<file path="config.mk">
export PLATFORM = sky130hd
export DESIGN_NAME = bw_seq_multiplier_flat
export DESIGN_NICKNAME = d
export VERILOG_FILES = /design/src/rtl/bw_seq_multiplier_if.sv /design/src/rtl/bw_seq_multiplier.sv /design/src/flat_wrapper.sv
export SDC_FILE = /design/constraint.sdc
export NUM_CORES = 1
export LEC_CHECK = 0
export BUFFER_PORTS_ARGS = -buffer_cell sky130_fd_sc_hd__buf_4
export CAP_MARGIN = 25
export CORE_ASPECT_RATIO = 0.6
export CORE_UTILIZATION = 55
export DETAILED_ROUTE_END_ITERATION = 16
export PLACE_DENSITY = 0.75
export SLEW_MARGIN = 15
export SYNTH_ARGS = -nofsm -noshare
export SYNTH_HDL_FRONTEND = slang
export SYNTH_SLANG_ARGS = --single-unit
export TNS_END_PERCENT = 5
</file>
<file path="constraint.sdc">
create_clock -name clk -period 4.7 [get_ports clk]
set_input_delay 0.47 -clock clk [delete_from_list [all_inputs] [get_ports clk]]
set_output_delay 0.47 -clock clk [all_outputs]
set_load 0.02 [all_outputs]
</file>
<file path="src/rtl/bw_seq_multiplier_if.sv">
// Handshake/bus interface for bw_seq_multiplier.
// The operand-mode signal tc exists only when BW_MODE_EN is defined.
interface bw_seq_multiplier_if #(
    parameter int N = 8
);
    logic             start;
    logic [N-1:0]     a;
    logic [N-1:0]     b;
`ifdef BW_MODE_EN
    logic             tc;
`endif
    logic [2*N-1:0]   s;
    logic             busy;
    logic             done;

`ifdef BW_MODE_EN
    modport master (output start, output a, output b, output tc,
                    input s, input busy, input done);
    modport slave  (input start, input a, input b, input tc,
                    output s, output busy, output done);
`else
    modport master (output start, output a, output b,
                    input s, input busy, input done);
    modport slave  (input start, input a, input b,
                    output s, output busy, output done);
`endif
endinterface

</file>
<file path="src/rtl/bw_seq_multiplier.sv">
// Sequential Baugh-Wooley multiplier: one partial-product row per clock,
// N clocks from accept to done, 2N-bit product held until the next done.
// Optional feature macro: BW_MODE_EN adds input tc to select two's-complement
// (tc=1) or unsigned (tc=0) operands; without it the unit is always signed.
module bw_seq_multiplier #(
    parameter int N = 8
) (
    input  logic               clk,
    input  logic               rst,
    bw_seq_multiplier_if.slave bus
);
    localparam int              CW       = (N > 1) ? $clog2(N) : 1;
    localparam logic [CW-1:0]   LAST_ROW = CW'(N - 1);
    localparam logic [2*N-1:0]  ONE_W    = {{(2*N-1){1'b0}}, 1'b1};
    // Baugh-Wooley correction: 2^N + 2^(2N-1), added once with row 0.
    localparam logic [2*N-1:0]  BW_CORR  = (ONE_W << N) | (ONE_W << (2*N-1));

    typedef enum logic [1:0] {
        IDLE = 2'd0,
        RUN  = 2'd1,
        DONE = 2'd2
    } state_t;

    state_t           state_r, state_nxt;
    logic [N-1:0]     a_r, a_nxt;
    logic [N-1:0]     b_r, b_nxt;
    logic [2*N-1:0]   acc_r, acc_nxt;
    logic [CW-1:0]    row_r, row_nxt;
    logic [2*N-1:0]   s_r, s_nxt;
    logic             busy_r, busy_nxt;
    logic             done_r, done_nxt;
    logic             signed_mode_s;

    logic [N-1:0]     row_bits_s;
    logic [2*N-1:0]   row_shift_s;
    logic [2*N-1:0]   corr_s;
    logic [2*N-1:0]   acc_sum_s;

`ifdef BW_MODE_EN
    logic             mode_r, mode_nxt;
    assign signed_mode_s = mode_r;
`else
    assign signed_mode_s = 1'b1;
`endif

    // One partial-product row: in signed mode the bits where exactly one of
    // row/column is the sign position are complemented (NAND instead of AND).
    function automatic logic [N-1:0] pp_row(
        input logic [N-1:0]  mcand,
        input logic          mbit,
        input logic [CW-1:0] row,
        input logic          sgn
    );
        logic [N-1:0] bits;
        logic         row_msb;
        row_msb = (row == LAST_ROW);
        for (int j = 0; j < N; j++) begin
            if (sgn && (row_msb != (j == N - 1))) begin
                bits[j] = ~(mcand[j] & mbit);
            end else begin
                bits[j] = mcand[j] & mbit;
            end
        end
        return bits;
    endfunction

    // Datapath for the current row: shifted row plus one-time correction.
    always_comb begin
        row_bits_s  = pp_row(a_r, b_r[row_r], row_r, signed_mode_s);
        row_shift_s = {{N{1'b0}}, row_bits_s} << row_r;
        if (signed_mode_s && (row_r == {CW{1'b0}})) begin
            corr_s = BW_CORR;
        end else begin
            corr_s = {(2*N){1'b0}};
        end
        acc_sum_s = acc_r + row_shift_s + corr_s;
    end

    // Next-state and next-register values; every target defaulted first.
    always_comb begin
        state_nxt = state_r;
        a_nxt     = a_r;
        b_nxt     = b_r;
        acc_nxt   = acc_r;
        row_nxt   = row_r;
        s_nxt     = s_r;
        busy_nxt  = 1'b0;
        done_nxt  = 1'b0;
`ifdef BW_MODE_EN
        mode_nxt  = mode_r;
`endif
        case (state_r)
            IDLE, DONE: begin
                if (bus.start) begin
                    a_nxt     = bus.a;
                    b_nxt     = bus.b;
`ifdef BW_MODE_EN
                    mode_nxt  = bus.tc;
`endif
                    acc_nxt   = {(2*N){1'b0}};
                    row_nxt   = {CW{1'b0}};
                    busy_nxt  = 1'b1;
                    state_nxt = RUN;
                end else begin
                    state_nxt = IDLE;
                end
            end
            RUN: begin
                acc_nxt  = acc_sum_s;
                busy_nxt = 1'b1;
                if (row_r == LAST_ROW) begin
                    s_nxt     = acc_sum_s;
                    row_nxt   = {CW{1'b0}};
                    busy_nxt  = 1'b0;
                    done_nxt  = 1'b1;
                    state_nxt = DONE;
                end else begin
                    row_nxt   = row_r + CW'(1);
                end
            end
            default: begin
                state_nxt = IDLE;
            end
        endcase
    end

    // FSM state register with synchronous reset.
    always_ff @(posedge clk) begin
        if (rst) begin
            state_r <= IDLE;
        end else begin
            state_r <= state_nxt;
        end
    end

    // Operand, accumulator, product and status registers.
    always_ff @(posedge clk) begin
        if (rst) begin
            a_r    <= {N{1'b0}};
            b_r    <= {N{1'b0}};
            acc_r  <= {(2*N){1'b0}};
            row_r  <= {CW{1'b0}};
            s_r    <= {(2*N){1'b0}};
            busy_r <= 1'b0;
            done_r <= 1'b0;
`ifdef BW_MODE_EN
            mode_r <= 1'b0;
`endif
        end else begin
            a_r    <= a_nxt;
            b_r    <= b_nxt;
            acc_r  <= acc_nxt;
            row_r  <= row_nxt;
            s_r    <= s_nxt;
            busy_r <= busy_nxt;
            done_r <= done_nxt;
`ifdef BW_MODE_EN
            mode_r <= mode_nxt;
`endif
        end
    end

    assign bus.s    = s_r;
    assign bus.busy = busy_r;
    assign bus.done = done_r;

endmodule

</file>
<file path="src/flat_wrapper.sv">
// flat-port wrapper written by rule: the top's interface ports become plain ports
module bw_seq_multiplier_flat 
#(
    parameter int N = 8
)
  (clk, rst, bus_start, bus_a, bus_b, bus_s, bus_busy, bus_done);
  bw_seq_multiplier_if #(.N(N)) bus_i ();
  input  logic clk;
  input  logic rst;
  input wire logic [$bits(bus_i.start)-1:0] bus_start;
  input wire logic [$bits(bus_i.a)-1:0] bus_a;
  input wire logic [$bits(bus_i.b)-1:0] bus_b;
  output wire logic [$bits(bus_i.s)-1:0] bus_s;
  output wire logic [$bits(bus_i.busy)-1:0] bus_busy;
  output wire logic [$bits(bus_i.done)-1:0] bus_done;
  assign bus_i.start = bus_start;
  assign bus_i.a = bus_a;
  assign bus_i.b = bus_b;
  assign bus_s = bus_i.s;
  assign bus_busy = bus_i.busy;
  assign bus_done = bus_i.done;
  bw_seq_multiplier #(.N(N)) u_core (.clk(clk), .rst(rst), .bus(bus_i));
endmodule
</file>
### Yosys cells after proc, flatten, opt, wreduce, memory -nomap -nowiden

Cells that the tools add are included.

| operators by class | value |
|---|---|
| $add $sub $neg | 3 |
| order comparisons | 1 |
| equality and inequality tests | 5 |
| shifts and indexed selects | 1 |
| multiplexer cells | 23 |
| bitwise operators | 17 |
| reduce and logical (&&, ||, !) cells | 8 |

Operator list:

| operator | count |
|---|---|
| $add 16x16->16 | 2 |
| $mux 16 | 2 |
| $pmux 16 s2 | 1 |
| $shl 8x3->16 | 1 |
| $mux 1 | 13 |
| $not 1->1 | 9 |
| $and 1x1->1 | 8 |
| $mux 3 | 2 |
| $pmux 3 s2 | 1 |
| $reduce_and 2->1 | 3 |
| $lt 3x4->1 const B | 1 |
| $pmux 2 s2 | 1 |
| $reduce_or 2->1 | 2 |
| $add 3x1->3 const B | 1 |
| $bmux 1 s3 | 1 |
| $eq 3x3->1 const B | 1 |
| $logic_not 3->1 | 1 |
| $eq 2x1->1 const B | 1 |
| $eq 2x2->1 const B | 1 |
| $logic_not 2->1 | 1 |
| $mux 2 | 1 |
| $ne 2x1->1 const B | 1 |
| $ne 2x2->1 const B | 1 |
| $pmux 1 s2 | 1 |
| $reduce_bool 2->1 | 1 |

| word-level totals | value |
|---|---|
| register bits | 55 |
| bits of input ports | 19 |
| word-level logic and storage cells | 66 |

### Depth between registers and ports, before layout

Gate-level depths: netlist of the first run.

| logic depth | value |
|---|---|
| word-level depth | 9 |
| depth in mapped cells | 16 |
| depth with buffers taken out | 16 |

### Worst setup path before layout of the first run

Ideal clock, no wire load.

| timing | value |
|---|---|
| kind | register -> register |
| start point | reg u_core.row_r[0] |
| end point | reg u_core.s_r[14], in the netlist u_core.bus.s[14] |
| setup time | 122 ps |
| arrival | 3965 ps |
| slack | 613 ps |
| stages on the path, launching flop included | 16 |
| buffers on the path | 2 |
| clock period less this slack | 4087 ps |
| cell sequence | dfxtp_1 buf_6 mux4_2 mux2_4 buf_6 nand3_1 o21ai_0 a31oi_1 a21oi_1 fa_1 ha_1 and3_1 and3_1 a2111o_1 and2_1 a311o_1 |

| on the way | value |
|---|---|
| longest elaborated chain between the ends | 8 |
| elaborated cells between the ends (all ways) | 33 |
| those cells by class | add/sub: 2; eq/ne: 1; shift: 1; mux: 11; bitwise: 16; reduce/logical: 2 |

Ends and longest elaborated chain:

| item | RTL line | source |
|---|---|---|
| start: declaration | bw_seq_multiplier.sv:28 | `logic [CW-1:0] row_r, row_nxt;` |
| start signal: assignment | bw_seq_multiplier.sv:142 | `row_r <= {CW{1'b0}};` |
| start signal: assignment | bw_seq_multiplier.sv:153 | `row_r <= row_nxt;` |
| $bmux 1 s3 | bw_seq_multiplier.sv:69 | `row_bits_s = pp_row(a_r, b_r[row_r], row_r, signed_mode_s);` |
| $mux 1 (not written as such) | bw_seq_multiplier.sv:69 |  |
| $and 1x1->1 | bw_seq_multiplier.sv:59, bw_seq_multiplier.sv:61 |  |
| $not 1->1 | bw_seq_multiplier.sv:59 | `bits[j] = ~(mcand[j] & mbit);` |
| $mux 1 | bw_seq_multiplier.sv:58 | `if (sgn && (row_msb != (j == N - 1))) begin` |
| $shl 8x3->16 | bw_seq_multiplier.sv:70 | `row_shift_s = {{N{1'b0}}, row_bits_s} << row_r;` |
| $add 16x16->16 (2 in a row) | bw_seq_multiplier.sv:76 | `acc_sum_s = acc_r + row_shift_s + corr_s;` |
| end signal: assignment | bw_seq_multiplier.sv:143 | `s_r <= {(2*N){1'b0}};` |
| end signal: assignment | bw_seq_multiplier.sv:154 | `s_r <= s_nxt;` |
| end: declaration | bw_seq_multiplier.sv:29 | `logic [2*N-1:0] s_r, s_nxt;` |

Several ways; a longest one is shown, not always the timed one. The select of a mux whose other input is x is not followed.
A chain may end at the register's enable or synchronous reset.

### Worst setup path in the final report of the first run

Ends and elaborated chain as after synthesis.

==> impl_metrics.yaml, run 1 <==
placed_design:
  dp_hpwl_um: 6599
  placed_area_um2: 3859
  routabilityCongestion: 0.8984
  io_buffers: 36
setup_path:
  endpoint_kind: "register"
  cp_cell_sequence: "mux4_2 -> mux2_4 -> a31oi_2 -> a22o_2 -> mux2i_1 -> xnor2_1 -> ha_1 -> ha_1 -> and3_1 -> and3_1 -> a2111o_1 -> and2_1 -> a311o_1"
  worst_path_max_delay_cell: "mux4_2"
  crit_arrival_ns: 4.66
  path_class: "register to register"
  critPathRequiredTime_ns: 4.92
  cpPeakStageDelay_ns: 0.59
  critPathLaunchType: "register"
  path_max_fanout: 13
logic_synthesis:
  synth.area.top_cells: "dfxtp_1 (31%), ha_1 (11%), nand2_1 (7.1%)"
  syn_nets: 491
  synthCells: 439
  syn_area_um2: 3535
  netlist.top_cell.by_area: "dfxtp_1"
  synth-edff-count: 0
  syn_area_per_cell_um2: 8.052
  async_flop_share: 0
  ys_types: 56
  synthFlopType: "dfxtp_1"
  ys_ff_latch: 55
  yosysWarnings: 0
  yosysTopAreaCellShare: 0.3115
  seq_area_frac_synth: 0.3115
layout:
  antenna_cells: 0
  drive_gt1_frac: 0.1462
  syn2layout_area_growth_pct: 12.85
  fill_cells: 560
  fin_nets: 516
  final_util: 0.6469
  layout_commonest_cell: "nand2_1"
  mostFrequentLayoutCells: "nand2_1 (67), dfxtp_1 (54), a21oi_1 (49)"
  final_area_um2: 3989
clocking:
  clk_latency_ns: 0.32
  cts.sinks: 55
  postCtsSetupBuffers: 0
  clock_tree.root_cell: "clkbuf_8"
  max-clock-path-buffers: 2
  numCtsBuffers: 5
  htree_levels: 2
  hold_buffers: 0
  path_clk_slew_ns: 0.11
  cts_tree: "done"
grt:
  use_met1: 0.4411
  antenna_found_initial: 0
  grt_pass1_vias: 2908
  grtUsageMet3: 0.05816
  grt.total_usage: 0.2810
  grt_pass1_wl_um: 14850
  overflow: 0
  top_usage_layer: "met1"
  grt_max_degree: 67
  grtUsageMet2: 0.3914
run:
  cap_violations: 0
timing:
  fin_crit_ns: 4.442
  rsz0062_at_grt: "false"
  clock_skew_ns: 0.01203
  drv_slew: 0
  setup_tns_ns: 0
  max-slew-margin-rel: 0.3790
  finalHoldViolCount: 0
  clock.fmax_mhz: 225.1
  tightest_slew_ns: 0.9315
  worst_hold_slack_ns: 0.3863
  post-route-period-util: 0.9451
  finalSetupViolCount: 0
route:
  first_iter_violations: 296
  vias: 3299
  vias_per_cell: 6.009
  postRouteAntennaNets: 0
  first_pass_iters: 5
  drc_errors: 0
  wirelength_um: 9016
  drt-wirelength-per-cell_um: 16.42
floorplan:
  die_h_um: 64.10
  initial_core_util: 0.5733
  die_width_um: 105.5
  dieArea_um2: 6762
  core_um2: 6166
  rows: 22
  io_pins: 37
run_status:
  status: "completed"
worst_hold_path:
  hold_class: "input pin to register"
pwr:
  ir_drop_v: 0.0001952
  powerDensity_nw_per_um2: 255.3
  leakage_nw: 1.725
  totalPowerFinal_mw: 1.018
[layout make-up]
| cell class | instances | area [um2] | area share |
|---|---|---|---|
| multi-input cells | 349 | 2290 | 0.5740 |
| inverters | 6 | 22.52 | 0.005646 |
| well taps | 84 | 105.1 | 0.02635 |
| repair buffers | 47 | 352.8 | 0.08846 |
| clock buffers | 5 | 68.82 | 0.01725 |
| flip-flops and latches | 55 | 1102 | 0.2763 |
| clock inverters | 3 | 47.55 | 0.01192 |
[synth_stat cells (2+ instances only)]
master	number
a211o_1	2
a211oi_1	8
a21o_1	8
a21oi_1	49
a22oi_1	8
a31oi_1	4
and3_1	6
buf_1	6
buf_2	2
buf_6	2
clkbuf_1	19
dfxtp_1	55
fa_1	2
ha_1	31
inv_1	4
mux2_2	2
mux2i_1	8
mux4_2	3
nand2_1	67
nand2b_1	6
nand3_1	16
nand3b_1	3
nand4_1	2
nand4b_1	3
nor2_1	42
nor2b_1	8
nor3_1	9
o211ai_1	2
o21ai_0	13
o21bai_1	2
o311ai_0	3
or2_2	2
or4_1	2
xnor2_1	16
xor2_1	3
[worst max-delay path, delay by kind of cell, from the launching register on]
kind	cells	cell delay [ns]
mux	3	1.05
flops	1	0.46
simple gates	3	0.70
compound gates	4	1.24
xor+xnor	1	0.24
fa+ha+maj	2	0.64
[path summary, 6_finish.rpt]
kind | slack [ns] | cells after the start | endpoint | from
hold reg to reg | 0.47 | 2 | u_core.bus.s[11] | u_core.bus.s[11]
setup / recovery | 0.26 | 13 | u_core.bus.s[14] | u_core.row_r[0]
hold / removal | 0.39 | 3 | u_core.b_r[4] | bus_b[4]
setup reg to reg | 0.26 | 13 | u_core.bus.s[14] | u_core.row_r[0]
[what timing repair did]
action | 4_1_cts | 5_1_grt
setup endpoints to repair | 0 | 13
gates resized for setup | 0 | 3
endpoints found under the hold margin | 0 | 0
[power breakdown]
group | switching, mW | internal (mW) | leakage (nW)
Clock | 0.170 | 0.162 | 0.0587
Combinational | 0.112 | 0.0780 | 1.22
Sequential | 0.0152 | 0.482 | 0.447
[layer usage]
| layer | vias to the layer above | wire length [um] |
|---|---|---|
| li1 | 1614 | - |
| met1 | 1561 | 4684 |
| met2 | 115 | 3605 |
| met3 | 9 | 662 |
| met4 | 0 | 63 |
| met5 | - | 0 |
[cell families after synthesis]
| kind of cell | synth area share |
|---|---|
| adder cells (fa/ha/maj) | 0.1211 |
| AO/OA/AOI/OAI | 0.1986 |
| XOR/XNOR | 0.04708 |
| flip-flops | 0.3115 |
| buffers and inverters | 0.04212 |
| multiplexers | 0.05982 |
| AND/OR/NAND/NOR | 0.2198 |
[through the flow]
step	setup WS, ns	instances
detailed placement	0.2192	540
finish	0.2579	549
global placement	0.3461	540
CTS	0.1760	548
global route	0.05062	549
floorplan	0.6131	439
[sequential cells by signal, summed over array words and instances (netlist names)]
name and cells:
u_core.a_r 8, u_core.row_r 3, u_core.b_r 8, u_core.state_r 2
u_core.bus.busy 1, u_core.bus.s 16, u_core.acc_r 16, u_core.bus.done 1
No activity file was read; power rests on OpenSTA's default activity.
==> run 2, diff against run 1 <==
--- a/config.mk
+++ b/config.mk
@@ -8,6 +8,7 @@
 export BUFFER_PORTS_ARGS = -buffer_cell sky130_fd_sc_hd__buf_4
 export CAP_MARGIN = 25
 export CORE_ASPECT_RATIO = 0.6
+export CORE_MARGIN = 2
 export CORE_UTILIZATION = 55
 export DETAILED_ROUTE_END_ITERATION = 16
 export PLACE_DENSITY = 0.75
==> impl_metrics.yaml, run 2 (same netlist as run 1, synthesis figures left out) <==
grt:
  antenna_found_initial: 0
  grt.total_usage: 0.2623
  overflow: 0
  grt_max_degree: 67
  grt_pass1_wl_um: 14420
  grt_pass1_vias: 2802
route:
  drc_errors: 0
  vias_per_cell: 5.849
  wirelength_um: 8832
  vias: 3217
  first_pass_iters: 5
  postRouteAntennaNets: 0
  first_iter_violations: 249
  drt-wirelength-per-cell_um: 16.06
floorplan:
  dieArea_um2: 7105
  core_um2: 6166
  rows: 22
  die_h_um: 66.10
  die_width_um: 107.5
  initial_core_util: 0.5733
  io_pins: 37
timing:
  finalHoldViolCount: 0
  clock_skew_ns: 0.01090
  rsz0062_at_grt: "false"
  drv_slew: 0
  finalSetupViolCount: 0
  postLayoutSetupSlackWorst_ns: 0.3530
  post-route-period-util: 0.9249
  fin_crit_ns: 4.347
  tightest_slew_ns: 0.9355
  max-slew-margin-rel: 0.3763
  clock.fmax_mhz: 230.0
  setup_tns_ns: 0
clocking:
  max-clock-path-buffers: 2
  post_cts_resized: 0
  cts_tree: "done"
  path_clk_slew_ns: 0.11
  numCtsBuffers: 5
  cts.sinks: 55
  postCtsSetupBuffers: 0
  clk_latency_ns: 0.32
  hold_buffers: 0
  htree_levels: 2
  clock_tree.root_cell: "clkbuf_8"
worst_hold_path:
  min-delay-start: "bus_a[6]"
  hold_class: "input pin to register"
placed_design:
  place_ws_ns: 0.4005
  io_buffers: 36
  placedCellCount: 541
  routabilityCongestion: 0.9444
  dp_hpwl_um: 6460
pwr:
  combPwrFrac: 0.195
  power.internal_mw: 0.6805
  powerDensity_nw_per_um2: 245.8
  leakage_nw: 1.717
  seq_power_share: 0.508
  p_clk_frac: 0.297
  ir_drop_v: 0.0001398
  swShare: 0.3030
  switchingPower_mw: 0.2959
setup_path:
  critPathLaunchType: "register"
  path_max_fanout: 13
  crit_start: "u_core.row_r[0]"
  worstReg2RegStart: "u_core.row_r[0]"
  endpoint_kind: "register"
  crit_arrival_ns: 4.55
  critPathRequiredTime_ns: 4.90
  path_class: "register to register"
layout:
  antenna_cells: 0
  layout_commonest_cell: "nand2_1"
  final_util: 0.6443
  syn2layout_area_growth_pct: 12.39
  mostFrequentLayoutCells: "nand2_1 (67), dfxtp_1 (55), a21oi_1 (49)"
  drive_gt1_frac: 0.1438
  final_cells: 550
  fin_nets: 517
run_status:
  status: "completed"
run:
  cap_violations: 0
[run 2: final cells by class]
class / instances / area (um2)
clock buffer: 6 / 82.58
clock inverter: 2 / 16.27
fill: 555 / 2193
inverter: 6 / 22.52
multi-input combinational: 349 / 2285
sequential: 55 / 1101
tap: 84 / 105.1
timing repair buffer: 48 / 360.3
[run 2: path summary, 6_finish.rpt]
kind                       to  slack (ns)  cells after the start
max          u_core.bus.s[12]        0.35                     13
min             u_core.a_r[6]        0.38                      3
max reg2reg  u_core.bus.s[12]        0.35                     13
min reg2reg     u_core.b_r[6]        0.46                      2
[run 2: routing by layer]
| layer | vias up | global-route usage | part of all wire |
|---|---|---|---|
| li1 | 1613 | - | - |
| met1 | 1485 | 0.4154 | 0.52 |
| met2 | 107 | 0.3443 | 0.40 |
| met3 | 12 | 0.07094 | 0.072 |
| met4 | 0 | 0.05449 | 0.0084 |
| met5 | - | 0 | 0 |
[run 2: metrics by stage]
| step | hold WS, ns | power [mW] | instance area (um2) |
|---|---|---|---|
| floorplan | 0.4331 | 0.6410 | 3535 |
| global placement | 0.4436 | 0.6899 | 3866 |
| detailed placement | 0.4498 | 0.6908 | 3866 |
| CTS | 0.3704 | 0.9776 | 3965 |
| global route | 0.3719 | 1.025 | 3973 |
| finish | 0.3775 | 0.9764 | 3973 |
[run 2: critical path, cell delays in order, from the launching register on]
cell and delay (ns):
dfxtp_1 0.41, mux4_2 0.57, mux2_4 0.37, nand3_1 0.12, o21ai_0 0.13, a31oi_1 0.24, a21oi_1 0.11, fa_1 0.44
ha_1 0.40, and3_1 0.22, and3_1 0.20, a2111o_1 0.45, and2_1 0.21, o311ai_0 0.36
[run 2: power by group through the flow]
stage               combinational (mW)  sequential, mW  clock, mW
floorplan                        0.140           0.501          0
global placement                 0.184           0.506          0
detailed placement               0.185           0.506          0
CTS                              0.186           0.495      0.296
global route                     0.210           0.499      0.316
finish                           0.190           0.496      0.290
